`config.mk`:
```
export PLATFORM = sky130hd
export DESIGN_NAME = seq_divider
export DESIGN_NICKNAME = d
export VERILOG_FILES = /design/src/rtl/cpu_pkg.sv /design/src/rtl/adder.sv /design/src/rtl/seq_divider.sv
export SDC_FILE = /design/constraint.sdc
export NUM_CORES = 1
export LEC_CHECK = 0
export ABC_AREA = 1
export BUFFER_PORTS_ARGS = -buffer_cell sky130_fd_sc_hd__buf_4
export CORE_ASPECT_RATIO = 0.6
export CORE_UTILIZATION = 40
export DETAILED_ROUTE_END_ITERATION = 10
export PLACE_DENSITY = 0.65
export SLEW_MARGIN = 40
export SYNTH_ARGS = -nofsm -noshare
export SYNTH_HDL_FRONTEND = slang
export SYNTH_SLANG_ARGS = --single-unit
```
`constraint.sdc`:
```
create_clock -name clk -period 1.85 [get_ports clk]
set_input_delay 0.185 -clock clk [delete_from_list [all_inputs] [get_ports clk]]
set_output_delay 0.185 -clock clk [all_outputs]
set_load 0.05 [all_outputs]
```
`src/rtl/cpu_pkg.sv`:
```
// Shared CPU definitions: divider FSM state encoding and ALU control codes.
package cpu_pkg;

   typedef enum logic [1:0] {
      IDLE = 2'b00,
      RUN  = 2'b01,
      DONE = 2'b10
   } div_state_t;

   localparam logic [1:0] ALU_ADD = 2'b00;
   localparam logic [1:0] ALU_SUB = 2'b01;
   localparam logic [1:0] ALU_CMP = 2'b10;

endpackage

```
`src/rtl/adder.sv`:
```
// Parameterised add/subtract unit with zero and carry flags.
// flag[0] = result is zero, flag[1] = carry out (for SUB/CMP: no borrow, i.e. a >= b).
module adder
   import cpu_pkg::*;
#(
   parameter int W = 33
) (
   input  logic [W-1:0] a,
   input  logic [W-1:0] b,
   input  logic [1:0]   ctrl,
   output logic [W-1:0] result,
   output logic [1:0]   flag
);

   logic [W:0] sum;

   always_comb begin
      sum = {1'b0, a} + {1'b0, b};
      case (ctrl)
         ALU_SUB, ALU_CMP: sum = {1'b0, a} + {1'b0, ~b} + (W+1)'(1);
         default:          sum = {1'b0, a} + {1'b0, b};
      endcase
   end

   assign result = sum[W-1:0];
   assign flag   = {sum[W], (sum[W-1:0] == '0)};

endmodule

```
`src/rtl/seq_divider.sv`:
```
// Restoring unsigned divider: one quotient bit per cycle, WIDTH cycles per division.
// Handshake: start is accepted on a rising edge only while ready=1; results are valid while done=1.
module seq_divider
   import cpu_pkg::*;
#(
   parameter int WIDTH = 32
) (
   input  logic             clk,
   input  logic             rst,
   input  logic             start,
   input  logic [WIDTH-1:0] dividend,
   input  logic [WIDTH-1:0] divisor,
   output logic             ready,
   output logic             busy,
   output logic             done,
   output logic [WIDTH-1:0] quotient,
   output logic [WIDTH-1:0] remainder,
   output logic             div_by_zero,
   output div_state_t       dbg_state
);

   localparam int CW = $clog2(WIDTH) + 1;

   div_state_t       state, state_nxt;
   logic [WIDTH-1:0] q_r, rem_r, dsr_r;
   logic [CW-1:0]    cnt_r;
   logic             dz_r;
   logic             accept;
   logic [WIDTH:0]   shifted, diff;
   logic [1:0]       flag;
   logic             ge;
   logic             unused_diff_msb;

   assign shifted = {rem_r, q_r[WIDTH-1]};

   adder #(.W(WIDTH + 1)) u_sub (
      .a      (shifted),
      .b      ({1'b0, dsr_r}),
      .ctrl   (ALU_SUB),
      .result (diff),
      .flag   (flag)
   );

   // A successful subtract always leaves a value below the divisor, so the top bit is zero.
   assign ge              = flag[0] | flag[1];
   assign unused_diff_msb = diff[WIDTH];

   assign ready  = (state == IDLE) || (state == DONE);
   assign accept = start && ready;

   always_comb begin
      state_nxt = state;
      case (state)
         IDLE, DONE: begin
            if (start) state_nxt = (divisor == '0) ? DONE : RUN;
            else       state_nxt = IDLE;
         end
         RUN:     if (cnt_r == CW'(1)) state_nxt = DONE;
         default: state_nxt = IDLE;
      endcase
   end

   always_ff @(posedge clk) begin
      if (rst) begin
         state <= IDLE;
         q_r   <= '0;
         rem_r <= '0;
         dsr_r <= '0;
         cnt_r <= '0;
         dz_r  <= 1'b0;
      end else begin
         state <= state_nxt;
         if (accept) begin
            dsr_r <= divisor;
            if (divisor == '0) begin
               q_r   <= '1;
               rem_r <= dividend;
               cnt_r <= '0;
               dz_r  <= 1'b1;
            end else begin
               q_r   <= dividend;
               rem_r <= '0;
               cnt_r <= CW'(WIDTH);
               dz_r  <= 1'b0;
            end
         end else if (state == RUN) begin
            cnt_r <= cnt_r - CW'(1);
            q_r   <= {q_r[WIDTH-2:0], ge};
            rem_r <= ge ? diff[WIDTH-1:0] : shifted[WIDTH-1:0];
         end
      end
   end

   assign busy        = (state == RUN);
   assign done        = (state == DONE);
   assign quotient    = q_r;
   assign remainder   = rem_r;
   assign div_by_zero = dz_r;
   assign dbg_state   = state;

endmodule

```
Yosys cells after proc, flatten, opt, wreduce, memory -nomap -nowiden. Index checks and enable logic that the tools add are counted.

Reductions and logical operators: 7. Bitwise gates (word level): 2. Equal/unequal tests: 4. Add/sub/neg operators: 3. Multiplexer cells: 15.

Operators by type and width (count): $mux W32 (7); $add A33 B33 Y34 (1); $add A34 B1 Y34 const B (1); $logic_not A33 Y1 (1); $not A32 Y33 (1); $logic_not A32 Y1 (1); $mux W6 (3); $eq A6 B1 Y1 const B (1); $mux W2 (3); $sub A6 B1 Y6 const B (1); $pmux W2 S2 (1); $eq A2 B1 Y1 const B (1); $eq A2 B2 Y1 const B (1); $logic_not A2 Y1 (1); $ne A2 B1 Y1 const B (1); $reduce_bool A2 Y1 (1); $reduce_or A2 Y1 (1); $logic_and A1 B1 Y1 (1); $logic_or A1 B1 Y1 (1); $mux W1 (1); $or A1 B1 Y1 (1).

Bits of input ports: 67. Logic and storage cells: 37. Output and inout port bits: 70. Register bits: 105.

Depth between registers and ports, before layout.
Depth in word-level cells: 8. Gate-level depth with buffers: 16. Depth with buffers taken out: 16.

Hierarchy. From an unflattened synthesis, not the netlist that was laid out.

Cells, all modules: 1961. Area total of the unflattened synthesis: 10687.8 um^2.

By module, submodules not included: adder (times used 1, area an instance 5642.9 um^2, cells an instance 1206, seq. area each 0.0 um^2); seq_divider (times used 1, area an instance 5044.8 um^2, cells an instance 755, seq. area each 2102.0 um^2).

Least setup slack after synthesis. No wires, ideal clock.

Kind: register to register. Start point: register state[0] (netlist: dbg_state[0]). End point: register rem_r[16] (netlist: remainder[16]). Setup time: 67 ps. Cell stages (with the launch flop): 9. Arrival time: 2532 ps. Slack: -749 ps. Path buffers: 2. Data required time: 1783 ps. Period minus slack after synthesis: 2599 ps. Cell sequence: dfxtp_1 > inv_1 > nor2_2 > inv_1 > nand2_1 > buf_2 > clkbuf_1 > o21ai_0 > a21oi_2.

Longest elaborated chain between the ends: 4. Elaborated cells on any way between the ends: 7. Those cells by class: eq/ne (2); mux (1); reduce/logical (4).

RTL lines: start, declared (RTL line seq_divider.sv:24) `div_state_t state, state_nxt;`; start signal, assigned (RTL line seq_divider.sv:72) `state <= state_nxt;`; $eq A2 B2 Y1 or $logic_not A2 Y1 (tied branches) (RTL line seq_divider.sv:48) `assign ready = (state == IDLE) || (state == DONE);`; $logic_or A1 B1 Y1 (*) (RTL line seq_divider.sv:48); named net ready (RTL line seq_divider.sv:13) `output logic ready,`; $logic_and A1 B1 Y1 (*) (RTL line seq_divider.sv:49) `assign accept = start && ready;`; $mux W32 or $reduce_bool A2 Y1 (tied branches); end signal, assigned (RTL line seq_divider.sv:77) `rem_r <= dividend;`; end signal, assigned (RTL line seq_divider.sv:89) `rem_r <= ge ? diff[WIDTH-1:0] : shifted[WIDTH-1:0];`; end, declared (RTL line seq_divider.sv:25) `logic [WIDTH-1:0] q_r, rem_r, dsr_r;`.

The timed path passes the listed nets; every way through them passes the cells marked *. A chain may end at the register's enable or synchronous reset.

Worst setup path after layout.
Start point: register rem_r[22] (netlist: remainder[22]). End point: register rem_r[18] (netlist: remainder[18]).

Longest elaborated chain between the ends: 7.

RTL lines: $add A33 B33 Y34 (*) (RTL line adder.sv:20) `ALU_SUB, ALU_CMP: sum = {1'b0, a} + {1'b0, ~b} + (W+1)'(1);`; $add A34 B1 Y34 (*) (RTL line adder.sv:20); $logic_not A33 Y1 (RTL line adder.sv:26) `assign flag = {sum[W], (sum[W-1:0] == '0)};`; $or A1 B1 Y1 (*) (RTL line seq_divider.sv:45) `assign ge = flag[0] | flag[1];`; $mux W32 (*) (RTL line seq_divider.sv:89); $mux W32 (*) (RTL line seq_divider.sv:86) `end else if (state == RUN) begin`; $mux W32 (*) (RTL line seq_divider.sv:73) `if (accept) begin`.

Mark *: on every way between the ends. The rest lies on a longest branch, timed or not. The select of a mux whose other input is x is not followed.

==> results.toml <==
[yosys]
yosys_warnings = 0
synth-seq-area-share_pct = 27.4
synth_commonest_cells = "nand2_1 (324), inv_1 (215), a21oi_1 (109)"
synth_cells = 1241
netlist-cell-type-count = 41
syn_area_per_cell_um2 = 6.18
synth_nets = 1343
synthSimpleGateAreaFrac_pct = 32.1
synth_compound_area_share_pct = 18.1
synthMuxAreaShare_pct = 0
netlist.area_leader.share_pct = 27.4
synth_top_family_by_area = "simple AND/OR/NAND/NOR gates"
yosysMostFrequentCell = "nand2_1"
synth-xor-area-share_pct = 1.60
synth-async-reset-ratio_pct = 0
synth_flop_cell = "dfxtp_1"
synth_seq_cells = 105
synthesis.area_um2 = 7670
synth_area_leaders = "dfxtp_1 (27%), nand2_1 (16%), inv_1 (11%)"
synth_edf_count = 0
synth_top_area_cell = "dfxtp_1"
synthAdderAreaFrac_pct = 5.81

[die]
die_w_um = 181
die_area_um2 = 19800
fp.dieH_um = 109
rows = 38
core_region_area_um2 = 18400
io_pins = 137
start_util_pct = 41.7

[placed_design]
place_congestion = 0.969
dpl_cell_area_um2 = 10600
preCtsSetupSlack_ps = -256
dpl.hpwl_um = 21300
numPortBuffers = 136

[drt]
vias = 9243
routed_wl_um = 27900
wire_per_inst_um = 15.5
dr.first_iter.drc_count = 713
drtPass1Iterations = 5
drt-vias-per-instance = 5.15
ant_nets = 0
route.detailed.drc = 0

[global_routing]
grt_pass1_wl_um = 43700
grt_max_degree = 55
overflow = 0
antenna_found_initial = 0
grt_pass1_vias = 8387
grt_usage_pct = 28.5

[critical_path]
critPathKind = "reg -> reg"
critical_path.slowest_cell = "dfxtp_4"
crit_path_max_incr_delay_ps = 360
crit_chain = "ha_4 > nand2_4 > nor2_4 > buf_4 > nand2_1 > nand2_2 > a21oi_4 > nand3_4 > buf_12 > buf_16 > nand3_2 > nand3_2 > a21oi_2"
startpoint_type = "flip-flop"
crit_path_start = "remainder[22]"
crit_end = "remainder[18]"
r2r_slack_ps = -230
reg2reg_to = "remainder[18]"
end_kind = "flip-flop"
required_ps = 2150
r2r_start = "remainder[22]"
cp.arrival_ps = 2370
crit_fanout = 6
cpMostUsedCell = "nand3_2"
r2r_cells = 13

[timing]
fin_tns_setup_ps = -5550
timing.slew.headroom_pct = 70.5
rsz0062_at_grt = "true"
worst_slew_pin_slew_ps = 443
finalCritPeriodShare_pct = 112
final_max_slew_viol_count = 0
fin_crit_ps = 2080
clock_skew_ps = 9.35
setup_ws_ps = -227
setup_viol = 33
hold_viol_final = 0
timing.fmax_ghz = 0.481

[hold_path]
hold_start = "divisor[0]"
hold_class = "in -> reg"

[pwr]
power_density_nw_per_um2 = 1250
ir_worst_vdd_uv = 665
leakage_nw = 5.85

[layout]
fin_util_pct = 64.3
fin_nets = 1651
fillCellCount = 1697
drive_above_1_share_pct = 40.9
area_growth_pct = 54.2
post-route-cell-area_um2 = 11800
n_antenna_cell = 0

[clocking]
cts_root_buf = "clkbuf_16"
cts_tree = "yes"
cts_sinks = 105
ctsLongestPathBuffers = 2
numCtsBuffers = 9
insertion_delay_ps = 370
clk_pin_slew_worst_paths_ps = 80
cts_max_level = 3

[job]
maxCapViolCount = 0

[outcome]
status = "finished with violations"
failed_checks = "negative setup slack"
-- worst max-delay path: cells and delay by family, from the launching register on --
| kind | cells | cell delay, ps |
|---|---|---|
| fa+ha+maj | 1 | 260 |
| buf+inv | 3 | 440 |
| compound gates | 2 | 360 |
| simple gates | 7 | 590 |
| flops | 1 | 360 |
-- per-stage QoR --
stage                     power, mW  hold slack (ps)  cells
after floorplan                8.05              247   1241
after global placement         11.1              448   1747
after detailed placement       11.2              462   1747
after CTS                      14.0             90.0   1783
after global routing           15.8              102   1794
final                          14.8              108   1794
-- per-layer routing --
layer / vias to the layer above / routed length [µm] / share of wire [%] / GRT usage (%)
met5: - / 0 / 0 / 0
met4: 0 / 486 / 1.7 / 7.94
met3: 30 / 2070 / 7.4 / 5.31
met2: 315 / 11500 / 41 / 42.9
met1: 4282 / 13800 / 49 / 41.0
li1: 4616 / - / - / -
-- cell usage in the layout (no fill, tap or decap), drive strengths merged --
| cell | synthesis | final |
|---|---|---|
| bufinv | 0 | 1 |
| ha | 34 | 34 |
| a22oi | 1 | 1 |
| o21ai | 101 | 101 |
| nand2 | 329 | 329 |
| o22ai | 27 | 27 |
| or2 | 4 | 4 |
| xnor2 | 13 | 13 |
| a21o | 1 | 1 |
| clkinvlp | 0 | 1 |
| nand3 | 87 | 87 |
| nor4 | 2 | 2 |
| buf | 29 | 353 |
| nor2 | 83 | 83 |
| a211oi | 1 | 1 |
| o211ai | 1 | 1 |
| dfxtp | 105 | 105 |
| clkbuf | 28 | 11 |
| clkinv | 4 | 6 |
| nand4 | 40 | 40 |
| a311oi | 1 | 1 |
| xor2 | 1 | 1 |
| fa | 1 | 1 |
| nor3 | 5 | 5 |
| inv | 220 | 222 |
| a21oi | 121 | 121 |
| o21bai | 2 | 2 |
-- power by group --
part	internal [mW]	switching (mW)	leakage [nW]
logic	4.33	5.56	4.81
registers	2.62	0.277	0.891
clock network	1.06	0.950	0.148
total	8.01	6.79	5.85
-- flip-flops by register name (all words and copies together) (netlist names) --
signal,flops
dsr_r,32
quotient,32
remainder,32
cnt_r,6
dbg_state,2
div_by_zero,1
-- how the worst min path moves through the flow --
stage                  endpoint  cells past startpoint
finish                 dsr_r[0]                      3
floorplan           quotient[0]                      1
detailed placement     dsr_r[6]                      2
global placement       dsr_r[6]                      2
CTS                 quotient[0]                      2
global route           dsr_r[0]                      3
-- logic make-up (layout without fill, tap and decap cells) --
logic type	Yosys count	after routing
AOI/OAI and AO/OA	256	256
DFF	105	105
adders and majority gates	35	35
xor gates and xnor gates	14	14
and+or+nand+nor	550	550
buffers and inverters	281	594
-- area by class of cell --
type | count | area [µm²] | area share [%]
inverters | 224 | 846 | 7.15
flip-flops and latches | 105 | 2210 | 18.7
well taps | 240 | 300 | 2.54
repair buffers | 354 | 2880 | 24.4
clock buffers | 10 | 229 | 1.94
multi-input cells | 855 | 5290 | 44.7
clock inverters | 6 | 63.8 | 0.539
-- repair_timing --
action                     in CTS  in global routing
resized for setup              84                 95
gates cloned                    1                  1
setup buffers                  19                 10
setup endpoints to repair      33                 33
pin swaps                      14                 34
hold buffers                    0                  0
Power figures use the tool's default switching activity.
